==> config.mk <==
export PLATFORM = sky130hd
export DESIGN_NAME = fan_duty_sequencer
export DESIGN_NICKNAME = d
export VERILOG_FILES = /design/src/rtl/fan_duty_sequencer.sv
export SDC_FILE = /design/constraint.sdc
export NUM_CORES = 1
export LEC_CHECK = 0
export BUFFER_PORTS_ARGS = -buffer_cell sky130_fd_sc_hd__buf_4
export CORE_MARGIN = 10
export CORE_UTILIZATION = 56
export CTS_CLUSTER_DIAMETER = 80
export DETAILED_ROUTE_END_ITERATION = 10
export GPL_ROUTABILITY_DRIVEN = 0
export PLACE_DENSITY = 0.76
export SETUP_SLACK_MARGIN = 0.5
export SLEW_MARGIN = 20
export SYNTH_ARGS = -nofsm -noshare
export SYNTH_HDL_FRONTEND = slang
export SYNTH_SLANG_ARGS = --single-unit
export TNS_END_PERCENT = 5
==> constraint.sdc <==
create_clock -name clk -period 5 [get_ports clk]
set_input_delay 0.75 -clock clk [delete_from_list [all_inputs] [get_ports clk]]
set_output_delay 0.75 -clock clk [all_outputs]
set_load 0.01 [all_outputs]
==> src/rtl/fan_duty_sequencer.sv <==
// Fan PWM duty sequencer: arbitrates manual/auto target, gates on operator presence
// with a grace period, and ramps duty one unit per step tick on start, stop and speed change.
module fan_duty_sequencer #(
   parameter int unsigned STEP_CYC  = 1_000_000,
   parameter int unsigned GRACE_CYC = 500_000_000,
   parameter int unsigned DIST_NEAR = 20,
   parameter int unsigned TEMP_LO   = 25,
   parameter int unsigned TEMP_HI   = 30
) (
   input  logic        clk,
   input  logic        reset_n,
   input  logic        mode_auto,
   input  logic [6:0]  manual_duty,
   input  logic [7:0]  temperature,
   input  logic [15:0] distance_cm,
   input  logic        timer_off,
   output logic [6:0]  duty,
   output logic        fan_on,
   output logic [2:0]  state
);

   typedef enum logic [2:0] {
      StOff   = 3'd0,
      StRamp  = 3'd1,
      StRun   = 3'd2,
      StGrace = 3'd3,
      StStop  = 3'd4
   } state_e;

   localparam logic [31:0] StepLast  = 32'(STEP_CYC - 1);
   localparam logic [31:0] GraceLast = 32'(GRACE_CYC - 1);
   localparam logic [15:0] DistNear  = 16'(DIST_NEAR);
   localparam logic [7:0]  TempLo    = 8'(TEMP_LO);
   localparam logic [7:0]  TempHi    = 8'(TEMP_HI);

   state_e      state_q, state_d;
   logic [6:0]  duty_q, duty_d;
   logic        fan_on_q;
   logic [31:0] presc_q, presc_d;
   logic [31:0] grace_q, grace_d;

   logic [6:0]  auto_t;
   logic [6:0]  target;
   logic        present;
   logic        tick;

   always_comb begin
      if (temperature >= TempHi) begin
         auto_t = 7'd100;
      end else if (temperature >= TempLo) begin
         auto_t = 7'd50;
      end else begin
         auto_t = 7'd0;
      end
      if (timer_off) begin
         target = 7'd0;
      end else if (mode_auto) begin
         target = auto_t;
      end else begin
         target = (manual_duty > 7'd100) ? 7'd100 : manual_duty;
      end
   end

   assign present = (distance_cm < DistNear);
   assign tick    = (presc_q == StepLast);

   always_comb begin
      state_d = state_q;
      duty_d  = duty_q;
      unique case (state_q)
         StOff: begin
            duty_d = 7'd0;
            if (present && target != 7'd0) state_d = StRamp;
         end
         StRamp: begin
            if (tick) begin
               if (duty_q < target) begin
                  duty_d = duty_q + 7'd1;
               end else if (duty_q > target) begin
                  duty_d = duty_q - 7'd1;
               end
            end
            // Arrival is judged on the post-step duty so RUN and the final step coincide.
            if (target == 7'd0) begin
               state_d = StStop;
            end else if (!present) begin
               state_d = StGrace;
            end else if (duty_d == target) begin
               state_d = StRun;
            end
         end
         StRun: begin
            if (target == 7'd0) begin
               state_d = StStop;
            end else if (!present) begin
               state_d = StGrace;
            end else if (target != duty_q) begin
               state_d = StRamp;
            end
         end
         StGrace: begin
            if (target == 7'd0 || grace_q == GraceLast) begin
               state_d = StStop;
            end else if (present && duty_q == target) begin
               state_d = StRun;
            end else if (present) begin
               state_d = StRamp;
            end
         end
         StStop: begin
            if (tick && duty_q != 7'd0) duty_d = duty_q - 7'd1;
            if (duty_d == 7'd0) begin
               state_d = StOff;
            end else if (present && target != 7'd0) begin
               state_d = StRamp;
            end
         end
         default: begin
            state_d = StOff;
            duty_d  = 7'd0;
         end
      endcase
   end

   // Both counters restart on any state change so the first step lands STEP_CYC after entry.
   always_comb begin
      presc_d = 32'd0;
      grace_d = 32'd0;
      if (state_d == state_q) begin
         presc_d = tick ? 32'd0 : presc_q + 32'd1;
         grace_d = (state_q == StGrace) ? grace_q + 32'd1 : 32'd0;
      end
   end

   always_ff @(posedge clk or negedge reset_n) begin
      if (!reset_n) begin
         state_q  <= StOff;
         duty_q   <= 7'd0;
         fan_on_q <= 1'b0;
         presc_q  <= 32'd0;
         grace_q  <= 32'd0;
      end else begin
         state_q  <= state_d;
         duty_q   <= duty_d;
         fan_on_q <= (duty_q != 7'd0);
         presc_q  <= presc_d;
         grace_q  <= grace_d;
      end
   end

   assign duty   = duty_q;
   assign fan_on = fan_on_q;
   assign state  = state_q;

endmodule

Word level (Yosys, flattened, before mapping)
Cells that the tools add are included.
Operators by class
  $add $sub $neg: 4
  eq/ne operators: 10
  order comparisons: 6
  mux-type cells: 28
  reductions and logical operators: 10
Operators by type and width (count)
  32-bit 2-to-1 mux: 4
  7-bit 2-to-1 mux: 10
  32-bit by 1-bit adder with 32-bit output, second input constant: 2
  3-bit 2-to-1 mux: 11
  32-bit by 20-bit == test with 1-bit output, second input constant: 1
  32-bit by 29-bit == test with 1-bit output, second input constant: 1
  7-bit one-hot mux with 3 select lines: 1
  8-bit by 5-bit >= comparator with 1-bit output, second input constant: 2
  16-bit by 5-bit < comparator with 1-bit output, second input constant: 1
  3-bit one-hot mux with 5 select lines: 1
  7-bit == test: 2
  7-bit zero test: 2
  7-bit nonzero test: 2
  7-bit by 1-bit adder with 7-bit output, second input constant: 1
  7-bit greater-than comparator: 1
  7-bit greater-than comparator, second input constant: 1
  7-bit < comparator: 1
  7-bit != test: 1
  7-bit by 1-bit subtractor with 7-bit output, second input constant: 1
  3-bit by 2-bit == test with 1-bit output, second input constant: 2
  6-bit 2-to-1 mux: 1
  3-bit by 1-bit == test with 1-bit output, second input constant: 1
  3-bit == test: 1
  3-bit == test, second input constant: 1
  4 further kinds: 6
Word-level totals
  logic and storage cells: 63
  input bits: 35
  register bits: 75
  output and inout port bits: 11

Depth between registers and ports, before layout
Gate-level depths: netlist (run 1).
  depth in word-level cells: 17
  gate-level depth with buffers: 18
  depth with buffers taken out: 16

Worst setup path after synthesis (run 1)
No wires, ideal clock.
  kind: input to register
  start point: input port manual_duty[3]
  end point: register grace_q[23]
  arrival: 3.991 ns
  path slack: 0.890 ns
  library setup time: 0.119 ns
  data required time: 4.881 ns
  buffers on the path: 2
  stages: 16
  path through: o311a_1 > o31a_1 > or2_2 > ha_1 > nand3_1 > nor2_1 > a21oi_1 > a311o_1 > and4_1 > a211oi_1 > nand4_1 > a21oi_1 > nand4bb_1 > buf_4 > buf_6 > nor2_1
Between the ends
  cells in the longest elaborated chain, start to end: 16
  elaborated cells between the ends (all ways): 31
  those cells by class: 3 x order compare; 4 x eq/ne; 19 x mux; 5 x reduce/logical
RTL lines
  from (decl): RTL line 13  | input logic [6:0] manual_duty,
  7-bit greater-than comparator: RTL line 60  | target = (manual_duty > 7'd100) ? 7'd100 : manual_duty;
  7-bit 2-to-1 mux *: RTL line 60
  7-bit 2-to-1 mux *: RTL line 57  | end else if (mode_auto) begin
  7-bit 2-to-1 mux *: RTL line 55  | if (timer_off) begin
  7-bit greater-than comparator: RTL line 79  | end else if (duty_q > target) begin
  7-bit 2-to-1 mux: RTL line 79
  7-bit 2-to-1 mux: RTL line 77  | if (duty_q < target) begin
  7-bit 2-to-1 mux: RTL line 76  | if (tick) begin
  7-bit 2-to-1 mux: RTL line 70  | unique case (state_q)
  7-bit == test: RTL line 88  | end else if (duty_d == target) begin
  3-bit 2-to-1 mux: RTL line 88
  3-bit 2-to-1 mux: RTL line 86  | end else if (!present) begin
  3-bit 2-to-1 mux: RTL line 84  | if (target == 7'd0) begin
  3-bit one-hot mux with 5 select lines *: RTL line 70
  3-bit == test *: RTL line 129  | if (state_d == state_q) begin
  32-bit 2-to-1 mux *: RTL line 129
  net grace_d[23]: RTL line 40  | logic [31:0] grace_q, grace_d;
  to (signal assigned): RTL line 147  | grace_q <= grace_d;
  to (decl): RTL line 40
The timed path passes the listed nets; every way through them passes the cells marked *. The select of a mux whose other input is x is not followed.
A chain may end at the register's enable or synchronous reset.

Worst setup path in the final report (run 1)
  start point: input port manual_duty[3]
  end point: register presc_q[3]
Between the ends
  cells in the longest elaborated chain, start to end: 16
  elaborated cells between the ends (all ways): 31
  those cells by class: 3 x order compare; 4 x eq/ne; 19 x mux; 5 x reduce/logical
RTL lines
  7-bit greater-than comparator: RTL line 60
  7-bit 2-to-1 mux *: RTL line 60
  7-bit 2-to-1 mux *: RTL line 57
  7-bit 2-to-1 mux *: RTL line 55
  7-bit greater-than comparator: RTL line 79
  7-bit 2-to-1 mux: RTL line 79
  7-bit 2-to-1 mux: RTL line 77
  7-bit 2-to-1 mux: RTL line 76
  7-bit 2-to-1 mux: RTL line 70
  7-bit == test: RTL line 88
  3-bit 2-to-1 mux: RTL line 88
  3-bit 2-to-1 mux: RTL line 86
  3-bit 2-to-1 mux: RTL line 84
  3-bit one-hot mux with 5 select lines *: RTL line 70
  3-bit == test *: RTL line 129
  32-bit 2-to-1 mux *: RTL line 129
  net presc_d[3]: RTL line 39  | logic [31:0] presc_q, presc_d;
  to (signal assigned): RTL line 146  | presc_q <= presc_d;
  to (decl): RTL line 39
Marks and branches as above.

==> results of run 1 <==
## synth_stat cells, drive strengths merged (6+ instances only)
cell    count  area, µm²
and4        9       81.3
inv        16       60.1
nand3      27        135
buf        13       93.8
ha         11        138
xnor2      36        315
and3       16        100
nor2       96        385
dfrtp      75       1880
and2        8       50.1
nor4       12       75.1
a211oi      7       52.6
o21ai      26        130
nand4      15       93.8
nor3       23        150
o22ai       6       37.5
xor2       31        272
clkbuf     11       41.3
a21oi      27        139
nand2      48        180
## layer usage
layer | global-route usage, % | routed length (µm) | vias to the layer above
met3 | 3.56 | 583 | 16
met2 | 30.0 | 5950 | 98
met5 | 0 | 0 | -
met1 | 22.7 | 5040 | 2123
li1 | - | - | 2155
met4 | 5.85 | 127 | 0
## cell families after synthesis
group / Yosys count / share of synthesized area (%)
AOI/OAI and AO/OA: 103 / 13.8
xor gates and xnor gates: 67 / 11.8
buffers and inverters: 40 / 3.91
muxes: 3 / 0.627
DFF: 75 / 37.6
and+or+nand+nor: 282 / 29.5
adders and majority gates: 11 / 2.76
## flip-flops by register name, summed over array words and instances (netlist names)
name / count
presc_q: 32
fan_on: 1
grace_q: 32
state: 3
duty: 7
## how the worst max path moves through the flow
stage	end	slack, ps	cells past startpoint
after global routing	grace_q[18]$_DFF_PN0_	460	17
after global placement	grace_q[17]$_DFF_PN0_	220	17
final	presc_q[3]$_DFF_PN0_	670	17
after detailed placement	grace_q[15]$_DFF_PN0_	170	17
after floorplan	grace_q[23]$_DFF_PN0_	890	16
after CTS	grace_q[15]$_DFF_PN0_	530	17
## cell type report
type                       instances  area (µm²)
timing repair buffer              57         448
sequential                        75        1880
tap                              108         135
multi-input combinational        466        2950
fill                             709        3030
clock inverter                     7        58.8
clock buffer                       9         124
inverter                          16        60.1
## worst max-delay path: cells and delay by family
| kind | cells | cell delay (ps) |
|---|---|---|
| AOI/OAI and AO/OA | 8 | 2120 |
| xor gates and xnor gates | 1 | 210 |
| adders and majority gates | 1 | 300 |
| buffers and inverters | 3 | 500 |
| and+or+nand+nor | 4 | 660 |
## cells in the final DEF (no fill, tap or decap), types with 3 or more instances in the layout
master    Yosys  layout
nor2b_1       3       3
o22ai_1       6       6
nor3_2        7       7
xnor2_1      36      36
and2_1        8       8
nand4_1      15      15
and3_1       16      16
dfrtp_1      75      75
a211oi_1      7       7
nor4_1       12      12
inv_1        16      16
nor3_1       16      16
a22oi_1       3       3
nand3_1      27      27
or2_2         3       3
xor2_1       31      31
clkbuf_8      0       9
a21oi_2       1       3
nand2_1      48      48
a21o_1        3       3
inv_6         0       3
nor2_1       86      85
and4_1        8       8
nand2b_1      3       3
o21ai_1       1       5
nor2_2       10      11
o21ai_0      25      21
ha_1         11      11
a21oi_1      26      24
buf_4         2      54
## power by group through the flow
| stage | Sequential (mW) | Combinational (mW) | Clock (mW) |
|---|---|---|---|
| after detailed placement | 0.690 | 0.357 | 0 |
| after CTS | 0.678 | 0.358 | 0.449 |
| after floorplan | 0.655 | 0.267 | 0 |
| final | 0.680 | 0.367 | 0.437 |
| after global routing | 0.688 | 0.403 | 0.472 |
| after global placement | 0.689 | 0.350 | 0 |
## repair_timing
item,CTS,global route
setup buffers,0,1
setup endpoints to repair,0,64
resized for setup,0,13
## through the flow
stage	setup slack (ps)	instance area (µm²)
finish	672	5650
global route	458	5650
CTS	528	5600
detailed placement	169	5420
global placement	219	5420
floorplan	890	4990
==> results.txt, run 1 <==
H-tree level count -> 3
vias in the first global route -> 4277
core area -> 8680 µm²
Setup Skew -> 12.9 ps
hold path cells -> 1
Die Y -> 114 µm
total CTS buffers -> 9
part of the cycle the worst path needs -> 86.6%
hold_sp -> grace_q[0]$_DFF_PN0_
reg-to-reg critical path startpoint -> presc_q[7]$_DFF_PN0_
Critical R2R Capture -> presc_q[3]$_DFF_PN0_
clock buffer depth -> 2
Post-route DRC -> 0
Leakage -> 2.29 nW
Worst slew margin -> 39.1%
largest net degree at the start of global routing -> 76
DR vias/cell -> 5.95
# nets final -> 671
Max Clock Freq -> 0.231 GHz
total gr overflow -> 0
Die Wd -> 114 µm
pwr dens -> 263 nW/µm²
Setup TNS -> 0 ps
number of enable flip-flop cells after synthesis -> 0
Ys Warns -> 0
via count -> 4392
Syn-to-layout area delta -> 13.3%
antenna viol nets, final -> 0
Worst path max stage delay -> 450 ps
first-pass GRT wire length -> 19700 µm
Clk pwr share -> 29.5%
Setup violations, final -> 0
total die area -> 13100 µm²
worst slew pin tran -> 913 ps
drt total wl -> 11700 µm
CTS root buf -> clkbuf_8
critical path class -> primary input to flop
sequential fraction of the synthesis area -> 37.6%
Initial DRC Count -> 308
Worst path slowest cell -> a2111oi_0
Post-Syn Area per Cell -> 8.58 µm²
post-synthesis async set-or-reset flop share -> 100%
Worst R2R Setup Slack -> 780 ps
RSZ-0062 raised after global routing -> no
crit path max fanout -> 32
WL/cell -> 15.9 µm
Core Util, Final -> 65.1%
clk sinks -> 75
Syn Nets -> 627
Min Hold Slack -> 493 ps
Hold Vio Cnt, Final -> 0
Clk pin slew, worst setup/hold paths -> 90 ps
R2R depth -> 11
Hold Path End -> grace_q[0]$_DFF_PN0_
IO Count -> 46
switching share of total power -> 35.8%
Rows -> 34
Sw Pwr -> 531 µW
area of the mapped netlist -> 4990 µm²
worst path required time -> 5240 ps
Starting Density -> 57.5%
Max Cap Viol -> 0
Gate power share -> 24.7%
status -> finished, final reports clean
ys flop type -> dfrtp_1
worst min path class -> flop to flop
CP Launch Type -> primary input
PortBufs -> 43
DRT Pass-1 Iters -> 5
Critical path origin -> manual_duty[3]
max-slew violation count -> 0
Diodes inserted -> 0
placed insts -> 721
hold buffer count at cts -> 0
min Tclk post-route -> 4330 ps
Worst-Skew Late Latency -> 350 ps
Power Total -> 1.48 mW
all-layer global routing usage -> 18.0%
WP data arrival -> 4570 ps
worst-path cell chain -> buf_4 -> o311a_1 -> o31a_1 -> or2_2 -> ha_1 -> nand3b_1 -> a21o_1 -> a2111oi_0 -> o21ai_1 -> xnor2_1 -> o221a_2 -> nand4_1 -> buf_4 -> o21ai_1 -> a22o_1 -> buf_12 -> nor3_1
worst vdd ir -> 0.198 mV
DP HPWL -> 8390 µm
Synth Instances -> 581
number of antenna violations at the first check in global routing -> 0
share of cells above drive strength 1 -> 17.1%
Power Internal -> 953 µW
#FFs+latches synth -> 75
Flop pwr share -> 45.8%
CTS tree -> built
post-synthesis cell type count -> 68
final non-filler cell total -> 738
CP endpoint kind -> flop
Power figures use the tool's default switching activity.
==> inputs of run 2 (changes only) <==
CORE_UTILIZATION = 45   (was 56)
PLACE_DENSITY = unset   (was 0.76)
==> results.txt, run 2 (synthesized netlist as in run 1, its figures left out) <==
status -> finished, final reports clean (unchanged)
Starting Density -> 46.0% (was 57.5%)
DR WL met3 -> 498 µm (was 583 µm)
Power Total -> 1.52 mW (was 1.48 mW)
Setup TNS -> 0 ps (unchanged)
CTS tree -> built (unchanged)
share of cells above drive strength 1 -> 16.9% (was 17.1%)
Diodes inserted -> 0 (unchanged)
final non-filler cell total -> 768 (was 738)
CTS root buf -> clkbuf_8 (unchanged)
most common cell after layout, fill and taps aside -> nor2_1 (unchanged)
worst-path cell chain -> buf_4 -> o311a_1 -> o31a_1 -> or2_2 -> ha_1 -> nand3b_1 -> a21o_1 -> a221oi_1 -> o21ai_0 -> a21o_1 -> a211oi_1 -> nand4_1 -> buf_4 -> o21ai_1 -> a22o_1 -> buf_12 -> nor3_1 (was buf_4 -> o311a_1 -> o31a_1 -> or2_2 -> ha_1 -> nand3b_1 -> a21o_1 -> a2111oi_0 -> o21ai_1 -> xnor2_1 -> o221a_2 -> nand4_1 -> buf_4 -> o21ai_1 -> a22o_1 -> buf_12 -> nor3_1)
worst min path class -> flop to flop (unchanged)
pwr dens -> 266 nW/µm² (was 263 nW/µm²)
clock buffer depth -> 2 (unchanged)
critical path class -> primary input to flop (unchanged)
Max Cap Viol -> 0 (unchanged)
Post-route DRC -> 0 (unchanged)
total gr overflow -> 0 (unchanged)
drt total wl -> 12200 µm (was 11700 µm)
H-tree level count -> 3 (unchanged)
Worst path slowest cell -> o311a_1 (was a2111oi_0)
IO Count -> 46 (unchanged)
number of antenna violations at the first check in global routing -> 0 (unchanged)
WP data arrival -> 4610 ps (was 4570 ps)
met2 WL -> 6060 µm (was 5950 µm)
vias in the first global route -> 4226 (was 4277)
via count -> 4392 (unchanged)
PortBufs -> 43 (unchanged)
Leakage -> 2.29 nW (about the same)
DP HPWL -> 8690 µm (was 8390 µm)
Clk pin slew, worst setup/hold paths -> 80 ps (was 90 ps)
worst path required time -> 5240 ps (about the same)
RSZ-0062 raised after global routing -> no (unchanged)
Worst-Skew Late Latency -> 350 ps (about the same)
Rows -> 38 (was 34)
max-slew violation count -> 0 (unchanged)
worst vdd ir -> 0.183 mV (was 0.198 mV)
clk sinks -> 75 (unchanged)
CP Launch Type -> primary input (unchanged)
pre-CTS setup slack -> 142 ps (was 169 ps)
# nets final -> 669 (was 671)
Min Hold Slack -> 489 ps (was 493 ps)
Hold Vio Cnt, Final -> 0 (unchanged)
antenna viol nets, final -> 0 (unchanged)
min Tclk post-route -> 4370 ps (was 4330 ps)
crit path max fanout -> 32 (unchanged)
Post-DP Area -> 5450 µm² (was 5420 µm²)
Worst path max stage delay -> 370 ps (was 450 ps)
commonest non-fill, non-tap cells in the layout -> nor2_1 (86), dfrtp_1 (75), buf_4 (53) (was nor2_1 (85), dfrtp_1 (75), buf_4 (54))
Final Cell Area -> 5700 µm² (was 5650 µm²)
Syn-to-layout area delta -> 14.2% (was 13.3%)
total die area -> 15700 µm² (was 13100 µm²)
Initial DRC Count -> 386 (was 308)
all-layer global routing usage -> 15.0% (was 18.0%)
Setup violations, final -> 0 (unchanged)
core area -> 10800 µm² (was 8680 µm²)
Core Util, Final -> 52.6% (was 65.1%)
Metal-1 WL -> 5450 µm (was 5040 µm)
Setup Skew -> 10.4 ps (was 12.9 ps)
Die Wd -> 125 µm (was 114 µm)
placed insts -> 750 (was 721)
WL/cell -> 15.8 µm (was 15.9 µm)
highest metal used -> met4 (unchanged)
worst setup margin -> 632 ps (was 672 ps)
CP endpoint kind -> flop (unchanged)
part of the cycle the worst path needs -> 87.4% (was 86.6%)
largest net degree at the start of global routing -> 76 (unchanged)
DRT Pass-1 Iters -> 5 (unchanged)
total CTS buffers -> 9 (unchanged)
first-pass GRT wire length -> 20300 µm (was 19700 µm)
Max Clock Freq -> 0.229 GHz (was 0.231 GHz)
DR vias/cell -> 5.72 (was 5.95)
Die Y -> 125 µm (was 114 µm)
worst slew pin tran -> 957 ps (was 913 ps)
Worst slew margin -> 36.2% (was 39.1%)
## run 2: what timing repair did
item | 4_1_cts | 5_1_grt
hold buffers | 0 | 0
resized for setup | 1 | 12
pin swaps | 0 | 3
setup buffers | 0 | 2
endpoints found under the setup margin | 12 | 65
## run 2: cell type report
class,count,area [µm²]
fillers,1028,5140
inverters,16,60.1
repair buffers,55,438
clock inverters,4,50.0
multi-input cells,466,2950
flip-flops and latches,75,1880
well taps,140,175
clock buffers,12,145
## run 2: per-layer routing
metal  global-route usage [%]  up-vias
li1                         -     2156
met1                     19.3     2108
met2                     25.0      110
met3                     2.87       18
met4                     4.61        0
met5                        0        -
## run 2: worst paths after layout
check                                     start               endpoint  slack [ps]  depth (start not counted)
setup reg to reg           presc_q[7]$_DFF_PN0_   presc_q[5]$_DFF_PN0_         830                         11
max in group asynchronous               reset_n  grace_q[24]$_DFF_PN0_        3840                          1
hold reg to reg            grace_q[0]$_DFF_PN0_   grace_q[0]$_DFF_PN0_         490                          1
hold / removal             grace_q[0]$_DFF_PN0_   grace_q[0]$_DFF_PN0_         490                          1
min in group asynchronous               reset_n       fan_on$_DFF_PN0_         530                          1
setup / recovery                 manual_duty[3]   presc_q[5]$_DFF_PN0_         630                         17
## run 2: power breakdown
group / switching, mW / internal, mW / total [mW] / leakage [nW]
logic: 0.225 / 0.142 / 0.367 / 1.15
registers: 0.0556 / 0.623 / 0.679 / 1.04
clock network: 0.227 / 0.244 / 0.471 / 0.0926
total: 0.508 / 1.01 / 1.52 / 2.29
## run 2: worst max-delay path: cells and delay by family
family,cells,cell delay [ps]
buffers and inverters,3,490
and+or+nand+nor,4,690
adders and majority gates,1,320
AOI/OAI and AO/OA,9,2340
==> inputs of run 3 (changes only) <==
CELL_PAD_IN_SITES_DETAIL_PLACEMENT = 0   (was unset)
CELL_PAD_IN_SITES_GLOBAL_PLACEMENT = 2   (was unset)
CORE_UTILIZATION = 37   (was 45)
PLACE_DENSITY_LB_ADDON = 0.1   (was unset)
==> results.txt, run 3 (synthesized netlist as in run 1, its figures left out) <==
CP Launch Type -> primary input (unchanged)
clk sinks -> 75 (unchanged)
IO Count -> 46 (unchanged)
RSZ-0062 raised after global routing -> yes (was no)
part of the cycle the worst path needs -> 85.1% (was 87.4%)
min Tclk post-route -> 4250 ps (was 4370 ps)
worst vdd ir -> 0.191 mV (was 0.183 mV)
total CTS buffers -> 9 (unchanged)
Max Clock Freq -> 0.235 GHz (was 0.229 GHz)
largest net degree at the start of global routing -> 76 (unchanged)
Worst-Skew Late Latency -> 340 ps (was 350 ps)
Fillers -> 1350 (was 1028)
reg-to-reg critical path startpoint -> presc_q[7]$_DFF_PN0_ (unchanged)
crit path max fanout -> 16 (was 32)
Initial DRC Count -> 265 (was 386)
DR WL met3 -> 527 µm (was 498 µm)
Syn-to-layout area delta -> 19.8% (was 14.2%)
Worst slew margin -> 53.0% (was 36.2%)
Core Util, Final -> 45.1% (was 52.6%)
critical path capture point -> presc_q[19]$_DFF_PN0_ (was presc_q[5]$_DFF_PN0_)
Worst R2R Setup Slack -> 750 ps (was 830 ps)
Die Y -> 136 µm (was 125 µm)
DP HPWL -> 9690 µm (was 8690 µm)
total die area -> 18500 µm² (was 15700 µm²)
CTS root buf -> clkbuf_16 (was clkbuf_8)
H-tree level count -> 3 (unchanged)
Clk pin slew, worst setup/hold paths -> 60 ps (was 80 ps)
worst min path class -> primary input to asynchronous set/reset pin (was flop to flop)
Metal-1 WL -> 6520 µm (was 5450 µm)
Critical path origin -> manual_duty[3] (unchanged)
most common cell after layout, fill and taps aside -> nor2_1 (unchanged)
all-layer global routing usage -> 15.3% (was 15.0%)
total gr overflow -> 0 (unchanged)
R2R depth -> 11 (unchanged)
worst path required time -> 5220 ps (was 5240 ps)
max-slew violation count -> 0 (unchanged)
Hold Vio Cnt, Final -> 0 (unchanged)
clock buffer depth -> 2 (unchanged)
via count -> 4366 (was 4392)
DR vias/cell -> 5.36 (was 5.72)
Diodes inserted -> 0 (unchanged)
area of the multi-input gates -> 2980 µm² (was 2950 µm²)
critical path class -> primary input to flop (unchanged)
Setup Skew -> 6.80 ps (was 10.4 ps)
Post-route DRC -> 0 (unchanged)
register area -> 1880 µm² (unchanged)
vias in the first global route -> 4350 (was 4226)
Setup TNS -> 0 ps (unchanged)
met2 WL -> 6530 µm (was 6060 µm)
drt total wl -> 13800 µm (was 12200 µm)
Rows -> 42 (was 38)
antenna viol nets, final -> 0 (unchanged)
Starting Density -> 37.7% (was 46.0%)
share of cells above drive strength 1 -> 18.9% (was 16.9%)
DRT Pass-1 Iters -> 4 (was 5)
WL/cell -> 17.0 µm (was 15.8 µm)
PortBufs -> 43 (unchanged)
WP data arrival -> 4470 ps (was 4610 ps)
first-pass GRT wire length -> 22600 µm (was 20300 µm)
number of antenna violations at the first check in global routing -> 0 (unchanged)
worst slew pin tran -> 706 ps (was 957 ps)
CTS tree -> built (unchanged)
# nets final -> 680 (was 669)
core area -> 13200 µm² (was 10800 µm²)
Die Wd -> 136 µm (was 125 µm)
Leakage -> 2.42 nW (was 2.29 nW)
CP endpoint kind -> flop (unchanged)
status -> finished, final reports clean (unchanged)
highest metal used -> met4 (unchanged)
hold buffer count at cts -> 0 (unchanged)
Setup violations, final -> 0 (unchanged)
pwr dens -> 296 nW/µm² (was 266 nW/µm²)
Critical R2R Capture -> presc_q[5]$_DFF_PN0_ (unchanged)
Max Cap Viol -> 0 (unchanged)
commonest non-fill, non-tap cells in the layout -> nor2_1 (85), dfrtp_1 (75), buf_4 (61) (was nor2_1 (86), dfrtp_1 (75), buf_4 (53))
[run 3: how the worst min path moves through the flow]
| stage | cells after the start | startpoint | end |
|---|---|---|---|
| 4_1_cts | 1 | grace_q[0]$_DFF_PN0_ | grace_q[0]$_DFF_PN0_ |
| 3_3_place_gp | 1 | grace_q[0]$_DFF_PN0_ | grace_q[0]$_DFF_PN0_ |
| 6_report | 1 | reset_n | duty[1]$_DFFE_PN0N_ |
| 3_5_place_dp | 1 | grace_q[0]$_DFF_PN0_ | grace_q[0]$_DFF_PN0_ |
| 2_1_floorplan | 0 | reset_n | duty[0]$_DFFE_PN0N_ |
| 5_1_grt | 1 | reset_n | duty[1]$_DFFE_PN0N_ |
[run 3: routing by layer]
metal	global-route usage [%]	vias to the layer above
met2	23.5	58
li1	-	2177
met5	0	-
met1	20.6	2108
met3	3.76	23
met4	4.85	0
[run 3: timing repair]
item,4_1_cts,5_1_grt
pin swaps,0,1
setup buffers,0,0
setup endpoints to repair,31,64
gates cloned,0,2
gates resized for setup,4,15
[run 3: area by class of cell]
cell class	instances	share of cell area [%]
Sequential cell	75	31.4
Timing Repair Buffer	66	9.25
Clock inverter	4	0.398
Multi-Input combinational cell	466	49.8
Tap cell	176	3.68
Inverter	16	1.00
Clock buffer	12	4.46
[run 3: power breakdown]
group / switching (mW) / internal [mW] / leakage, nW
Clock: 0.254 / 0.375 / 0.148
Combinational: 0.260 / 0.196 / 1.23
Sequential: 0.0599 / 0.624 / 1.04
Total: 0.574 / 1.19 / 2.42
[run 3: metrics by stage]
| step | worst slack, ps | hold slack, ps | power [mW] | std cells | area, µm² |
|---|---|---|---|---|---|
| 3_5_place_dp | 89.1 | 481 | 1.08 | 796 | 5560 |
| 6_report | 745 | 353 | 1.77 | 815 | 5980 |
| 3_3_place_gp | 113 | 472 | 1.08 | 796 | 5560 |
| 2_1_floorplan | 890 | 453 | 0.922 | 581 | 4990 |
| 5_1_grt | 464 | 376 | 1.88 | 815 | 5980 |
| 4_1_cts | 512 | 492 | 1.73 | 812 | 5860 |
[run 3: worst max-delay path, cell delays in order]
cell and delay [ps]:
buf_4 120, o311a_1 350, o31a_1 260, or2_2 340
ha_1 200, a21oi_1 250, a21o_1 270, a21oi_1 150
a311o_1 400, and4_1 230, a211oi_1 190, nand4_1 130
buf_4 190, o21ai_1 130, a22o_2 250, clkbuf_16 200
nor3_2 50
